## src/rtl/rmw_pkg.sv

```systemverilog
// Shared types and default sizes for the read-modify-write datapath.
// Imported by the interface, the register file and the top level.
package rmw_pkg;

    localparam int DW_DEF = 8;
    localparam int AW_DEF = 4;

    typedef enum logic [1:0] {
        OP_NOP = 2'd0,
        OP_SET = 2'd1,
        OP_CLR = 2'd2,
        OP_TGL = 2'd3
    } op_t;

endpackage

```

## src/rtl/rmw_datapath_if.sv

```systemverilog
// Request/controller/status bundle of the read-modify-write datapath.
// master drives requests and controller pulses; slave is the datapath.
interface rmw_datapath_if
    import rmw_pkg::*;
#(
    parameter int DW = DW_DEF,
    parameter int AW = AW_DEF
);

    logic          valid_in;
    logic [AW-1:0] addr;
    logic [DW-1:0] pat;
    op_t           op;
    logic          rst_mask;
    logic          shift;
    logic          wr;
    logic          busy;
    logic          done;
    logic [DW-1:0] dout;
    logic          drop;

    modport master (
        output valid_in, addr, pat, op,
        output rst_mask, shift, wr,
        input  busy, done, dout, drop
    );

    modport slave (
        input  valid_in, addr, pat, op,
        input  rst_mask, shift, wr,
        output busy, done, dout, drop
    );

endinterface

```

## src/rtl/rmw_regfile.sv

```systemverilog
// Word storage: one synchronous write port, combinational read port(s),
// synchronous active-low clear. RMW_READBACK_EN adds a second read port.
module rmw_regfile
    import rmw_pkg::*;
#(
    parameter int DW = DW_DEF,
    parameter int AW = AW_DEF
) (
    input  logic          clk,
    input  logic          rst,
    input  logic          we,
    input  logic [AW-1:0] waddr,
    input  logic [DW-1:0] wdata,
    input  logic [AW-1:0] raddr,
    output logic [DW-1:0] rdata
`ifdef RMW_READBACK_EN
    ,
    input  logic [AW-1:0] rb_addr,
    output logic [DW-1:0] rb_data
`endif
);

    localparam int DEPTH = 2 ** AW;

    logic [DW-1:0] mem [DEPTH];

    // Clear every word on reset, otherwise take the single write port.
    always_ff @(posedge clk) begin
        if (!rst) begin
            for (int i = 0; i < DEPTH; i++) begin
                mem[i] <= '0;
            end
        end else if (we) begin
            mem[waddr] <= wdata;
        end
    end

    assign rdata = mem[raddr];

`ifdef RMW_READBACK_EN
    assign rb_data = mem[rb_addr];
`endif

endmodule

```

## src/rtl/rmw_datapath.sv

```systemverilog
// Read-modify-write datapath: a walking one-hot mask, gated by the request
// pattern, edits a working copy of one word. Optional: RMW_READBACK_EN.
module rmw_datapath
    import rmw_pkg::*;
#(
    parameter int DW = DW_DEF,
    parameter int AW = AW_DEF
) (
    input  logic          clk,
    input  logic          rst,
    rmw_datapath_if.slave bus
`ifdef RMW_READBACK_EN
    ,
    input  logic [AW-1:0] rd_addr,
    output logic [DW-1:0] rd_data
`endif
);

    logic [DW-1:0] rd_word;
    logic [DW-1:0] work;
    logic [DW-1:0] work_nx;
    logic [DW-1:0] mask;
    logic [AW-1:0] addr_q;
    logic [DW-1:0] pat_q;
    op_t           op_q;
    logic          busy;
    logic          done;
    logic          drop;
    logic [DW-1:0] dout;

    logic accept;
    logic do_shift;
    logic do_wr;

    assign accept   = bus.valid_in & ~busy;
    assign do_shift = bus.shift & busy & ~bus.rst_mask;
    assign do_wr    = bus.wr & busy;

    // Apply the op to every bit selected by both the mask and the pattern.
    always_comb begin
        work_nx = work;
        if (do_shift) begin
            for (int i = 0; i < DW; i++) begin
                if (mask[i] & pat_q[i]) begin
                    case (op_q)
                        OP_SET:  work_nx[i] = 1'b1;
                        OP_CLR:  work_nx[i] = 1'b0;
                        OP_TGL:  work_nx[i] = ~work[i];
                        default: work_nx[i] = work[i];
                    endcase
                end
            end
        end
    end

    // Request capture, mask walk, working word and status flags.
    always_ff @(posedge clk) begin
        if (!rst) begin
            work   <= '0;
            mask   <= '0;
            addr_q <= '0;
            pat_q  <= '0;
            op_q   <= OP_NOP;
            dout   <= '0;
            busy   <= 1'b0;
            done   <= 1'b0;
            drop   <= 1'b0;
        end else begin
            done <= do_wr;
            drop <= bus.valid_in & busy;
            if (accept) begin
                addr_q <= bus.addr;
                pat_q  <= bus.pat;
                op_q   <= bus.op;
                work   <= rd_word;
                busy   <= 1'b1;
            end else begin
                work <= work_nx;
                if (do_wr) begin
                    dout <= work_nx;
                    busy <= 1'b0;
                end
            end
            if (bus.rst_mask) begin
                mask <= DW'(1);
            end else if (do_shift) begin
                mask <= {mask[DW-2:0], mask[DW-1]};
            end
        end
    end

    rmw_regfile #(
        .DW (DW),
        .AW (AW)
    ) u_regfile (
        .clk     (clk),
        .rst     (rst),
        .we      (do_wr),
        .waddr   (addr_q),
        .wdata   (work_nx),
        .raddr   (bus.addr),
        .rdata   (rd_word)
`ifdef RMW_READBACK_EN
        ,
        .rb_addr (rd_addr),
        .rb_data (rd_data)
`endif
    );

    assign bus.busy = busy;
    assign bus.done = done;
    assign bus.dout = dout;
    assign bus.drop = drop;

endmodule
```

## src/flat_wrapper.sv

```systemverilog
// flat-port wrapper written by rule: the top's interface ports become plain ports
module rmw_datapath_flat import rmw_pkg::*;
#(
    parameter int DW = DW_DEF,
    parameter int AW = AW_DEF
)
  (clk, rst, bus_valid_in, bus_addr, bus_pat, bus_op, bus_rst_mask, bus_shift, bus_wr, bus_busy, bus_done, bus_dout, bus_drop);
  rmw_datapath_if #(.DW(DW), .AW(AW)) bus_i ();
  input  logic clk;
  input  logic rst;
  input wire logic [$bits(bus_i.valid_in)-1:0] bus_valid_in;
  input wire logic [$bits(bus_i.addr)-1:0] bus_addr;
  input wire logic [$bits(bus_i.pat)-1:0] bus_pat;
  input wire logic [$bits(bus_i.op)-1:0] bus_op;
  input wire logic [$bits(bus_i.rst_mask)-1:0] bus_rst_mask;
  input wire logic [$bits(bus_i.shift)-1:0] bus_shift;
  input wire logic [$bits(bus_i.wr)-1:0] bus_wr;
  output wire logic [$bits(bus_i.busy)-1:0] bus_busy;
  output wire logic [$bits(bus_i.done)-1:0] bus_done;
  output wire logic [$bits(bus_i.dout)-1:0] bus_dout;
  output wire logic [$bits(bus_i.drop)-1:0] bus_drop;
  assign bus_i.valid_in = bus_valid_in;
  assign bus_i.addr = bus_addr;
  assign bus_i.pat = bus_pat;
  assign bus_i.op = bus_op;
  assign bus_i.rst_mask = bus_rst_mask;
  assign bus_i.shift = bus_shift;
  assign bus_i.wr = bus_wr;
  assign bus_busy = bus_i.busy;
  assign bus_done = bus_i.done;
  assign bus_dout = bus_i.dout;
  assign bus_drop = bus_i.drop;
  rmw_datapath #(.DW(DW), .AW(AW)) u_core (.clk(clk), .rst(rst), .bus(bus_i));
endmodule
```

## config.mk

```make
export PLATFORM = sky130hd
export DESIGN_NAME = rmw_datapath_flat
export DESIGN_NICKNAME = d
export VERILOG_FILES = /design/src/rtl/rmw_pkg.sv /design/src/rtl/rmw_datapath_if.sv /design/src/rtl/rmw_regfile.sv /design/src/rtl/rmw_datapath.sv /design/src/flat_wrapper.sv
export SDC_FILE = /design/constraint.sdc
export NUM_CORES = 1
export LEC_CHECK = 0
export CAP_MARGIN = 30
export CORE_MARGIN = 10
export CORE_UTILIZATION = 60
export CTS_BUF_LIST = sky130_fd_sc_hd__clkbuf_16
export DETAILED_ROUTE_END_ITERATION = 16
export GPL_ROUTABILITY_DRIVEN = 0
export GPL_TIMING_DRIVEN = 1
export PLACE_DENSITY_LB_ADDON = 0.12
export SETUP_SLACK_MARGIN = 0.15
export SLEW_MARGIN = 10
export SYNTH_ARGS = -nofsm -noshare
export SYNTH_HDL_FRONTEND = slang
export SYNTH_SLANG_ARGS = --single-unit
```

## constraint.sdc

```tcl
create_clock -name clk -period 2.15 [get_ports clk]
set_input_delay 0.43 -clock clk [delete_from_list [all_inputs] [get_ports clk]]
set_output_delay 0.43 -clock clk [all_outputs]
set_load 0.02 [all_outputs]
```

==> results of run 1 <==
critical path, cell delays in order:
cell             delay [ns]
clkdlybuf4s50_1        0.47
and3b_1                0.21
buf_4                  0.15
a41oi_1                0.23
or2_2                  0.43
nor2_1                 0.11
per-stage QoR:
stage	TNS, ns	instance area (sq um)
final	0	8980
after global routing	0	8980
after CTS	0	8980
after detailed placement	-5.61	8450
after global placement	-3.29	8450
after floorplan	0	7370
kinds of logic (layout without fill, tap and decap cells):
logic type / count (synthesis) / count (layout) / synth area share (%)
buffers and inverters: 42 / 132 / 3.27
muxes: 63 / 63 / 9.28
DFF: 169 / 169 / 63.3
AOI/OAI and AO/OA: 86 / 86 / 8.42
and+or+nand+nor: 275 / 275 / 15.8
Yosys cell counts:
master    count
nor2_1      134
edfxtp_1    128
nand2_1      82
mux2i_1      56
dfxtp_1      41
a22oi_1      27
nand3_1      24
buf_2        16
a21boi_0     14
clkbuf_1     14
a21oi_1      13
o211ai_1      8
o21ai_0       7
a41o_1        6
buf_6         6
nand2_2       6
nor2b_1       6
o21ai_2       6
buf_4         5
and2_1        4
mux4_2        4
nor3_1        4
and3_1        3
mux2_2        3
nand2b_1      3
a41oi_1       2
nand3_2       2
nand3b_1      2
o31ai_1       2
and3b_1       1
buf_1         1
nand4_1       1
nor3b_2       1
o21a_1        1
or2_1         1
or2_2         1
worst max path at each step:
| stage | depth (start not counted) | slack (ns) | endpoint | startpoint |
|---|---|---|---|---|
| after detailed placement | 6 | -0.14 | u_core.work[7]$_SDFF_PN0_ | bus_rst_mask |
| after floorplan | 5 | 0.17 | u_core.u_regfile.mem[12][0]$_SDFFCE_PN0P_ | u_core.bus.busy$_SDFFE_PN0P_ |
| after global placement | 6 | -0.11 | u_core.work[7]$_SDFF_PN0_ | bus_rst_mask |
| after CTS | 6 | 0.27 | u_core.u_regfile.mem[10][7]$_SDFFCE_PN0P_ | bus_rst_mask |
| after global routing | 6 | 0.19 | u_core.u_regfile.mem[10][7]$_SDFFCE_PN0P_ | bus_rst_mask |
| final | 6 | 0.27 | u_core.u_regfile.mem[10][7]$_SDFFCE_PN0P_ | bus_rst_mask |
layout make-up:
class | instances | area [sq um]
Sequential cell | 169 | 4670
Clock inverter | 15 | 101
Multi-Input combinational cell | 424 | 2470
Timing Repair Buffer | 100 | 1130
Fill cell | 780 | 3030
Clock buffer | 17 | 425
Tap cell | 147 | 184
state kept, by name, summed over array words and instances (netlist names):
name	count
u_core.u_regfile.mem	128
u_core.addr_q	4
u_core.bus.busy	1
u_core.op_q	2
u_core.bus.drop	1
u_core.work	8
u_core.bus.done	1
u_core.bus.dout	8
u_core.pat_q	8
u_core.mask	8
report_power, final:
group / total [W] / switching [W] / internal (W)
logic: 0.000729 / 0.000408 / 0.000321
registers: 0.00370 / 0.0000709 / 0.00363
clock network: 0.00274 / 0.00127 / 0.00147
routing by layer:
| layer | track usage, % | up-vias | routed length, um |
|---|---|---|---|
| met4 | 5.69 | 0 | 216 |
| met1 | 28.2 | 2598 | 7480 |
| met5 | 0 | - | 0 |
| met2 | 38.3 | 189 | 9200 |
| met3 | 5.68 | 16 | 1260 |
| li1 | - | 2425 | - |
repair_timing:
item,4_1_cts,5_1_grt
resized for setup,2,0
setup endpoints to repair,1,0
hold buffers,0,0
==> metrics.md, run 1 <==
| Metric | Value |
|---|---|
| Outcome | finished clean |
| Hold path start | u_core.pat_q[6]$_SDFFE_PN0P_ |
| Slew at the pin with the worst max-slew slack | roughly 0.81 ns |
| Total power | 0.00717 W |
| Syn nets | approximately 660 |
| Ports | 31 |
| Die H | 131 um |
| Placed insts | 840 |
| Avg WL per Cell | 20.8 um |
| Area contributors post-synth | edfxtp_1 52%, dfxtp_1 11%, mux2i_1 7.6%, nor2_1 6.8%, nand2_1 4.2% |
| Initial DRT Pass Iterations | 5 |
| Worst setup EP type | flop |
| Total CTS buffers | 17 |
| Vias in the first global route | around 5,200 |
| Die area | 17,100 sq um |
| RSZ-0062 raised after global routing | false |
| Ys Warns | 0 |
| Initial DRC Count | about 590 |
| GRT Util Overall | a little under a quarter |
| Share of cells above drive strength 1 | roughly 17% |
| Largest net degree at the start of global routing | 28 |
| # Post-CTS Setup Buffers | 0 |
| Gr ovfl total | 0 |
| Share of Yosys cell area claimed by the top area cell type | a little over half |
| Max-cap viol count | 0 |
| Hold Path Stages | 2 |
| Final setup vio count | 0 |
| Hpwl dp | 12,800 um |
| Lkg Pwr | about 3.3 nW |
| Worst slew margin | about 45% |
| H-Tree Depth | 4 |
| Non-filler cells in the finished layout | ~870 |
| Hold path endpoint | u_core.pat_q[6]$_SDFFE_PN0P_ |
| Synth Register Bits | between 150 and 200 |
| Final cycle utilization of the critical path | between 80% and 90% |
| Initial Util | between 60% and 70% |
| Clk_skew | roughly 0.008 ns |
| R2R depth | 5 |
| Worst Path Required | approximately 2.3 ns |
| Pwr/cell area | 798 nW/um^2 |
| Mapped Cells | approximately 640 |
| Via count | about 5,200 |
| Antenna Cells | 0 |
| Unique cell type count in the Yosys netlist | 36 |
| CP Launch Type | input pin |
| Clock Latency Late Sink | 0.42 ns |
| Reg2Reg Setup Slack | 0.35 ns |
| Antenna Nets Post-Route | 0 |
| Commonest non-fill, non-tap cell in the layout | nor2_1 |
| Commonest non-fill, non-tap cells in the layout | 134 x nor2_1, 128 x edfxtp_1, 82 x nand2_1 |
| Final nets | 732 |
| Hold crit path type | reg2reg |
| Final hold violations | 0 |
| Vias per inst | between 5 and 6 |
| Peak VDD IR | approximately 0.00093 V |
| WS Path Type | in2reg |
| Clock transition at the registers of the reported paths | approximately 0.060 ns |
| Initial antenna violation count | 0 |
| Max Slew Vio Count | 0 |
| Die Width | about 130 um |
| RR Startpoint | u_core.bus.busy$_SDFFE_PN0P_ |
| Total Wirelength | between 15,000 and 20,000 um |
| Root Buffer | clkbuf_16 |
| Detailed-route DRC error count | 0 |
| Critical Path AT | between 2 and 2.5 ns |
| I/O Buffers | 30 |
| Core box area | 12,000 sq um |
| TritonCTS clock tree | built |
| Crit Path Max Fanout | 17 |
| Fmax achieved | 0.531 GHz |
| Mean Syn Cell Area | approximately 12 sq um |
| Cell accounting for the most synthesized area | edfxtp_1 |
| Synth Cell Area | between 7000 and 8000 sq um |
| Layout area overhead | 21.7% |
| Worst setup margin | ~0.27 ns |
| Row Count | 40 |
| Tmin final | around 1.9 ns |
| Setup Slack @ Placement | -0.142 ns |
| Seq/Total Area, Yosys | between 60% and 70% |
| FF-to-FF End | u_core.work[7]$_SDFF_PN0_ |
| Min Hold Slack | between 0.4 and 0.5 ns |
| Final Core Density | between 70% and 80% |
| First-pass GRT wire length | a little under 30,000 um |
| Num Clock Sinks | 169 |
| Clk buf depth | 2 |
(Power assumes the default switching activity.)
==> inputs of run 2 (changes only) <==
Settings changed: CORE_ASPECT_RATIO set to 0.5.
==> run 2 against run 1 <==
Global-route usage shrank 0.48 points; clock power grew 4%; combinational power grew 3%; sequential share of layout area shrank 0.41 points; worst setup slack lost 0.040 ns; sequential power is essentially flat; clock skew grew 0.0073 ns; fmax shrank 2.1%; cell area grew 0.77%; critical path depth is the same; total power grew 1.8%; critical endpoint is now u_core.work[7]$_SDFF_PN0_; highest routed layer unchanged.
==> metrics.md, run 2 (synthesis results as in run 1) <==
| Metric | Value |
|---|---|
| Outcome | finished clean (unchanged) |
| Worst slew margin | 62.5% (was 45.5%) |
| Register area | 4660 sq um (was 4670 sq um) |
| Detailed-route DRC error count | 0 (unchanged) |
| Initial DRT Pass Iterations | 5 (unchanged) |
| Internal power | 0.00550 W (was 0.00542 W) |
| Clk network pwr share | 39.1% (was 38.2%) |
| RSZ-0062 raised after global routing | false (unchanged) |
| Initial antenna violation count | 0 (unchanged) |
| Row Count | 28 (was 40) |
| Pwr/cell area | 807 nW/um^2 (was 798 nW/um^2) |
| Peak VDD IR | 0.000429 V (was 0.000930 V) |
| # Post-CTS Setup Buffers | 0 (unchanged) |
| Die area | 17,400 sq um (was 17,100 sq um) |
| I/O Buffers | 30 (unchanged) |
| CP Launch Type | input pin (unchanged) |
| Min Hold Slack | 0.482 ns (was 0.486 ns) |
| Slew at the pin with the worst max-slew slack | 0.561 ns (was 0.815 ns) |
| Core box area | 11,900 sq um (was 12,000 sq um) |
| Final Core Density | 75.9% (was 74.7%) |
| Clk_skew | 0.0154 ns (was 0.00809 ns) |
| Commonest non-fill, non-tap cell in the layout | nor2_1 (unchanged) |
| Area of the multi-input gates | 2480 sq um (was 2470 sq um) |
| Avg WL per Cell | 21.2 um (was 20.8 um) |
| Cell family with the largest share of critical-path delay | buffers and inverters (was simple AND/OR/NAND/NOR gates) |
| Slowest cell delay on critical path | 0.59 ns (was 0.47 ns) |
| Tmin final | 1.92 ns (was 1.88 ns) |
| Total CTS buffers | 17 (unchanged) |
| Antenna Nets Post-Route | 0 (unchanged) |
| Critical path buffers and inverters | 2 (unchanged) |
| Commonest non-fill, non-tap cells in the layout | 133 x nor2_1, 128 x edfxtp_1, 81 x nand2_1 (was 134 x nor2_1, 128 x edfxtp_1, 82 x nand2_1) |
| Hpwl dp | 13,000 um (was 12,800 um) |
| Combinational share of power | 10.2% (about the same) |
| WS Path Type | in2reg (unchanged) |
| Max Slew Vio Count | 0 (unchanged) |
| Vias per inst | 6.00 (about the same) |
| Die H | 98.4 um (was 131 um) |
| Total Wirelength | 19,000 um (was 18,200 um) |
| Sequential share of power | 50.7% (was 51.6%) |
| Initial DRC Count | 759 (was 592) |
| Max-cap viol count | 0 (unchanged) |
| Final cycle utilization of the critical path | 89.5% (was 87.6%) |
| Fmax achieved | 0.520 GHz (was 0.531 GHz) |
| Sw power | 0.00180 W (was 0.00175 W) |
| Final nets | 741 (was 732) |
| Crit Path Max Fanout | 11 (was 17) |
| # fillers | 762 (was 780) |
| Gr ovfl total | 0 (unchanged) |
| Num Clock Sinks | 169 (unchanged) |
| Clock transition at the registers of the reported paths | 0.07 ns (was 0.06 ns) |
| H-Tree Depth | 4 (unchanged) |
| Die Width | 177 um (was 131 um) |
| Hold crit path type | reg2reg (unchanged) |
| CP cell instances | clkdlybuf4s50_1, buf_6, mux4_2, mux2_2, nand2_1, o211ai_1 (was clkdlybuf4s50_1, and3b_1, buf_4, a41oi_1, or2_2, nor2_1) |
| Clk buf depth | 2 (unchanged) |
| Lkg Pwr | 3.36 nW (was 3.31 nW) |
| Antenna Cells | 0 (unchanged) |
| Via count | 5,394 (was 5,228) |
| GRT Util Overall | 22.1% (was 22.5%) |
| Clock Latency Late Sink | 0.43 ns (was 0.42 ns) |
| Setup Slack @ Placement | -0.240 ns (was -0.142 ns) |
| Final setup vio count | 0 (unchanged) |
| Sw Ratio | 24.6% (was 24.4%) |
| Ports | 31 (unchanged) |
| Share of cells above drive strength 1 | 18.7% (was 17.1%) |
| Initial Util | 61.9% (was 61.4%) |
| Worst setup margin | 0.226 ns (was 0.266 ns) |
| Top reg by flops | u_core.u_regfile.mem (unchanged) |
| Vias in the first global route | 5,149 (was 5,181) |
| Layout area overhead | 22.7% (was 21.7%) |
| Critical Path AT | 2.18 ns (was 2.03 ns) |
| TritonCTS clock tree | built (unchanged) |
| Final hold violations | 0 (unchanged) |
| Largest net degree at the start of global routing | 34 (was 28) |
| Largest register FFs | 128 (unchanged) |
| First-pass GRT wire length | 29,100 um (was 28,800 um) |
| CP max-delay cell | clkdlybuf4s50_1 (unchanged) |
| Worst setup EP type | flop (unchanged) |
| Root Buffer | clkbuf_16 (unchanged) |
| Worst Path Required | 2.41 ns (was 2.30 ns) |
## run 2: cell types whose count changed in the layout (fill, tap and decap cells not counted), sizes merged
cell / before / now
inv: 4 / 7
buf: 71 / 80
clkbuf: 17 / 18
clkinv: 7 / 6
clkinvlp: 4 / 1
## run 2: area by class of cell
type | count | area share [%]
Sequential cell | 169 | 51.6
Multi-Input combinational cell | 424 | 27.4
Timing Repair Buffer | 109 | 12.8
Clock buffer | 18 | 4.98
Tap cell | 165 | 2.28
Clock inverter | 14 | 1.05
## run 2: per-stage QoR
stage / setup TNS (ns) / std cells / area, sq um / total power, W
floorplan: 0 / 635 / 7370 / 0.00412
global placement: -6.29 / 867 / 8490 / 0.00448
detailed placement: -8.30 / 867 / 8490 / 0.00450
CTS: 0 / 899 / 9030 / 0.00729
global route: 0 / 899 / 9050 / 0.00752
finish: 0 / 899 / 9050 / 0.00730
## run 2: worst reg2reg max path: stages (launching register included)
cell and delay (ns):
dfxtp_1 0.40, and3b_1 0.28, a41oi_1 0.16, or2_2 0.51, o211ai_1 0.35
## run 2: worst paths after layout
kind | startpoint | end | slack [ns] | cells past startpoint
setup / recovery | bus_addr[0] | u_core.work[7]$_SDFF_PN0_ | 0.23 | 6
hold / removal | u_core.mask[0]$_SDFFE_PN0P_ | u_core.mask[1]$_SDFFE_PP0N_ | 0.48 | 2
setup reg to reg | u_core.bus.busy$_SDFFE_PN0P_ | u_core.work[7]$_SDFF_PN0_ | 0.33 | 4
hold reg to reg | u_core.mask[0]$_SDFFE_PN0P_ | u_core.mask[1]$_SDFFE_PP0N_ | 0.48 | 2
## run 2: power groups by stage
stage / combinational, W / clock [W] / sequential [W]
after floorplan: 0.000379 / 0 / 0.00374
after global placement: 0.000725 / 0 / 0.00376
after detailed placement: 0.000732 / 0 / 0.00376
after CTS: 0.000737 / 0.00286 / 0.00369
after global routing: 0.000792 / 0.00302 / 0.00371
final: 0.000748 / 0.00285 / 0.00370
## run 2: metal layers
| metal | track usage, % | vias to the layer above | part of all wire, % |
|---|---|---|---|
| met1 | 30.7 | 2637 | 44 |
| met3 | 8.38 | 33 | 13 |
| met2 | 31.2 | 286 | 42 |
| met5 | 0 | - | 0 |
| met4 | 6.68 | 0 | 1.5 |
| li1 | - | 2438 | - |
## run 2: timing repair
| action | CTS | global route |
|---|---|---|
| hold buffers | 0 | 0 |
| setup endpoints to repair | 1 | 16 |
| resized for setup | 1 | 4 |
| pin swaps | 0 | 0 |
==> inputs of run 3 (changes only) <==
Settings changed: CTS_CLUSTER_DIAMETER set to 200.
Clock period 2.15 ns to 1.81 ns, I/O delays scaled along.
==> run 3 against run 2 <==
Cell count up 1.8%; sequential share of layout area down 2.5 points; wire length up 7.5%; cell area up 5.2%; utilization up 4.0 points; highest routed layer unchanged.
==> metrics.md, run 3 (synthesis results as in run 1) <==
| Metric | Value |
|---|---|
| Critical path origin | u_core.bus.busy$_SDFFE_PN0P_ (was bus_addr[0]) |
| Initial Util | 61.9% (unchanged) |
| Final cycle utilization of the critical path | 94.2% |
| Slew at the pin with the worst max-slew slack | 0.528 ns (was 0.561 ns) |
| Min Hold Slack | 0.356 ns (was 0.482 ns) |
| Clock transition at the registers of the reported paths | 0.07 ns (about the same) |
| Hold-fix buffers at CTS | 0 (unchanged) |
| Pwr/cell area | 940 nW/um^2 (was 807 nW/um^2) |
| FF-to-FF End | u_core.u_regfile.mem[4][4]$_SDFFCE_PN0P_ (was u_core.work[7]$_SDFF_PN0_) |
| R2R depth | 8 (was 4) |
| Die Width | 177 um (unchanged) |
| Hold crit path type | in2reg (was reg2reg) |
| I/O Buffers | 30 (unchanged) |
| Commonest non-fill, non-tap cells in the layout | 128 x edfxtp_1, 115 x nor2_1, 72 x nand2_1 (was 133 x nor2_1, 128 x edfxtp_1, 81 x nand2_1) |
| Gr ovfl total | 0 (unchanged) |
| Antenna Cells | 0 (unchanged) |
| Hold path start | bus_wr (was u_core.mask[0]$_SDFFE_PN0P_) |
| Peak VDD IR | 0.000580 V (was 0.000429 V) |
| RR Startpoint | u_core.bus.busy$_SDFFE_PN0P_ (unchanged) |
| CP cell instances | and3b_2, buf_12, buf_8, a41o_1, o21ai_4, buf_12, clkbuf_16, nor2_1 (was clkdlybuf4s50_1, buf_6, mux4_2, mux2_2, nand2_1, o211ai_1) |
| Tmin final | approximately 1.7 ns |
| Worst setup EP type | flop (unchanged) |
| First-pass GRT wire length | 30,000 um (was 29,100 um) |
| Cell mode on critical path | buf_12 |
| Worst slew margin | 64.8% (was 62.5%) |
| Die H | 98.4 um (unchanged) |
| Avg WL per Cell | 22.4 um (was 21.2 um) |
| Commonest non-fill, non-tap cell in the layout | edfxtp_1 (was nor2_1) |
| GRT Util Overall | 22.6% (was 22.1%) |
| Largest net degree at the start of global routing | 26 (was 34) |
| Max Slew Vio Count | 0 (unchanged) |
| Vias in the first global route | 5,387 (was 5,149) |
| Largest register FFs | 128 (unchanged) |
| Outcome | finished clean (unchanged) |
| Initial antenna violation count | 0 (unchanged) |
| Slowest cell delay on critical path | 0.33 ns (was 0.59 ns) |
| Clock Latency Late Sink | 0.43 ns (about the same) |
| TritonCTS clock tree | built (unchanged) |
| Lkg Pwr | 3.59 nW (was 3.36 nW) |
| RSZ-0062 raised after global routing | true (was false) |
| Num Clock Sinks | 169 (unchanged) |
| # fillers | 699 (was 762) |
| Placed Area | 8510 sq um (was 8490 sq um) |
| Final nets | 757 (was 741) |
| WS Path Type | reg2reg (was in2reg) |
| Clk buf depth | 2 (unchanged) |
| Reg2Reg Setup Slack | 0.10 ns (was 0.33 ns) |
| Root Buffer | clkbuf_16 (unchanged) |
| Top reg by flops | u_core.u_regfile.mem (unchanged) |
| Fmax achieved | between 0.5 and 0.6 GHz |
| Hold Path Stages | 2 (unchanged) |
| Layout area overhead | 29.1% (was 22.7%) |
| Critical Path AT | 1.89 ns (was 2.18 ns) |
| Share of cells above drive strength 1 | 25.6% (was 18.7%) |
| Via count | 5,541 (was 5,394) |
| Final Cell Area | 9520 sq um (was 9050 sq um) |
| Clk_skew | 0.00723 ns (was 0.0154 ns) |
| CP Launch Type | flop (was input pin) |
| Total Wirelength | 20,500 um (was 19,000 um) |
| Row Count | 28 (unchanged) |
| Total CTS buffers | 17 (unchanged) |
| Final hold violations | 0 (unchanged) |
| Hold path endpoint | u_core.bus.done$_SDFF_PN0_ (was u_core.mask[1]$_SDFFE_PP0N_) |
| Detailed-route DRC error count | 0 (unchanged) |
| CP max-delay cell | dfxtp_2 (was clkdlybuf4s50_1) |
| Final Core Density | 79.9% (was 75.9%) |
| Antenna Nets Post-Route | 0 (unchanged) |
| Initial DRT Pass Iterations | 6 (was 5) |
| Ports | 31 (unchanged) |
| Final setup vio count | 0 (unchanged) |
| Die area | 17,400 sq um (unchanged) |
| H-Tree Depth | 4 (unchanged) |
| Vias per inst | 6.06 (was 6.00) |
| Max-cap viol count | 0 (unchanged) |
| Core box area | 11,900 sq um (unchanged) |
| Hpwl dp | 12,700 um (was 13,000 um) |
| Initial DRC Count | 799 (was 759) |
| Crit Path Max Fanout | 8 (was 11) |
| Worst Path Required | 1.99 ns (was 2.41 ns) |
==> run 3: repair_timing <==
action,CTS,global route
setup endpoints to repair,170,251
gates cloned,2,3
resized for setup,23,38
pin swaps,5,7
buffers inserted,13,3
==> run 3: power breakdown <==
group	internal [W]	switching, W
combinational	0.000473	0.000570
clock	0.00192	0.00159
sequential	0.00431	0.0000847
==> run 3: critical path: cells and delay by family, from the launching register on <==
family,cells,cell delay [ns]
flip-flops,1,0.33
AND/OR/NAND/NOR,2,0.27
buffers and inverters,4,0.57
AO/OA/AOI/OAI,2,0.28
==> run 3: through the flow <==
| step | setup TNS, ns | std cells | setup slack, ns | total power [W] |
|---|---|---|---|---|
| finish | 0 | 915 | 0.104 | 0.00894 |
| global route | 0 | 915 | 0.0704 | 0.00917 |
| CTS | 0 | 909 | 0.0914 | 0.00884 |
| detailed placement | -76.21 | 862 | -0.368 | 0.00535 |
| global placement | -70.91 | 862 | -0.337 | 0.00533 |
| floorplan | 0 | 635 | 0.130 | 0.00491 |
==> run 3: worst max path at each step <==
stage	end	depth (start not counted)
2_1_floorplan	u_core.u_regfile.mem[15][0]$_SDFFCE_PN0P_	5
3_3_place_gp	u_core.work[7]$_SDFF_PN0_	5
3_5_place_dp	u_core.u_regfile.mem[0][7]$_SDFFCE_PN0P_	6
4_1_cts	u_core.u_regfile.mem[11][5]$_SDFFCE_PN0P_	7
5_1_grt	u_core.u_regfile.mem[13][5]$_SDFFCE_PN0P_	7
6_report	u_core.u_regfile.mem[4][4]$_SDFFCE_PN0P_	8
==> run 3: final cells by class <==
| cell class | instances | area, sq um | share of cell area, % |
|---|---|---|---|
| clock inverters | 15 | 138 | 1.45 |
| multi-input cells | 424 | 2670 | 28.0 |
| flip-flops and latches | 169 | 4670 | 49.0 |
| well taps | 165 | 206 | 2.17 |
| repair buffers | 125 | 1410 | 14.9 |
| clock buffers | 17 | 425 | 4.47 |
==> run 3: routing by layer <==
| layer | wire length (um) | global-route usage (%) |
|---|---|---|
| met5 | 0 | 0 |
| met4 | 384 | 7.39 |
| met3 | 2770 | 7.15 |
| met2 | 9140 | 33.6 |
| met1 | 8170 | 30.7 |
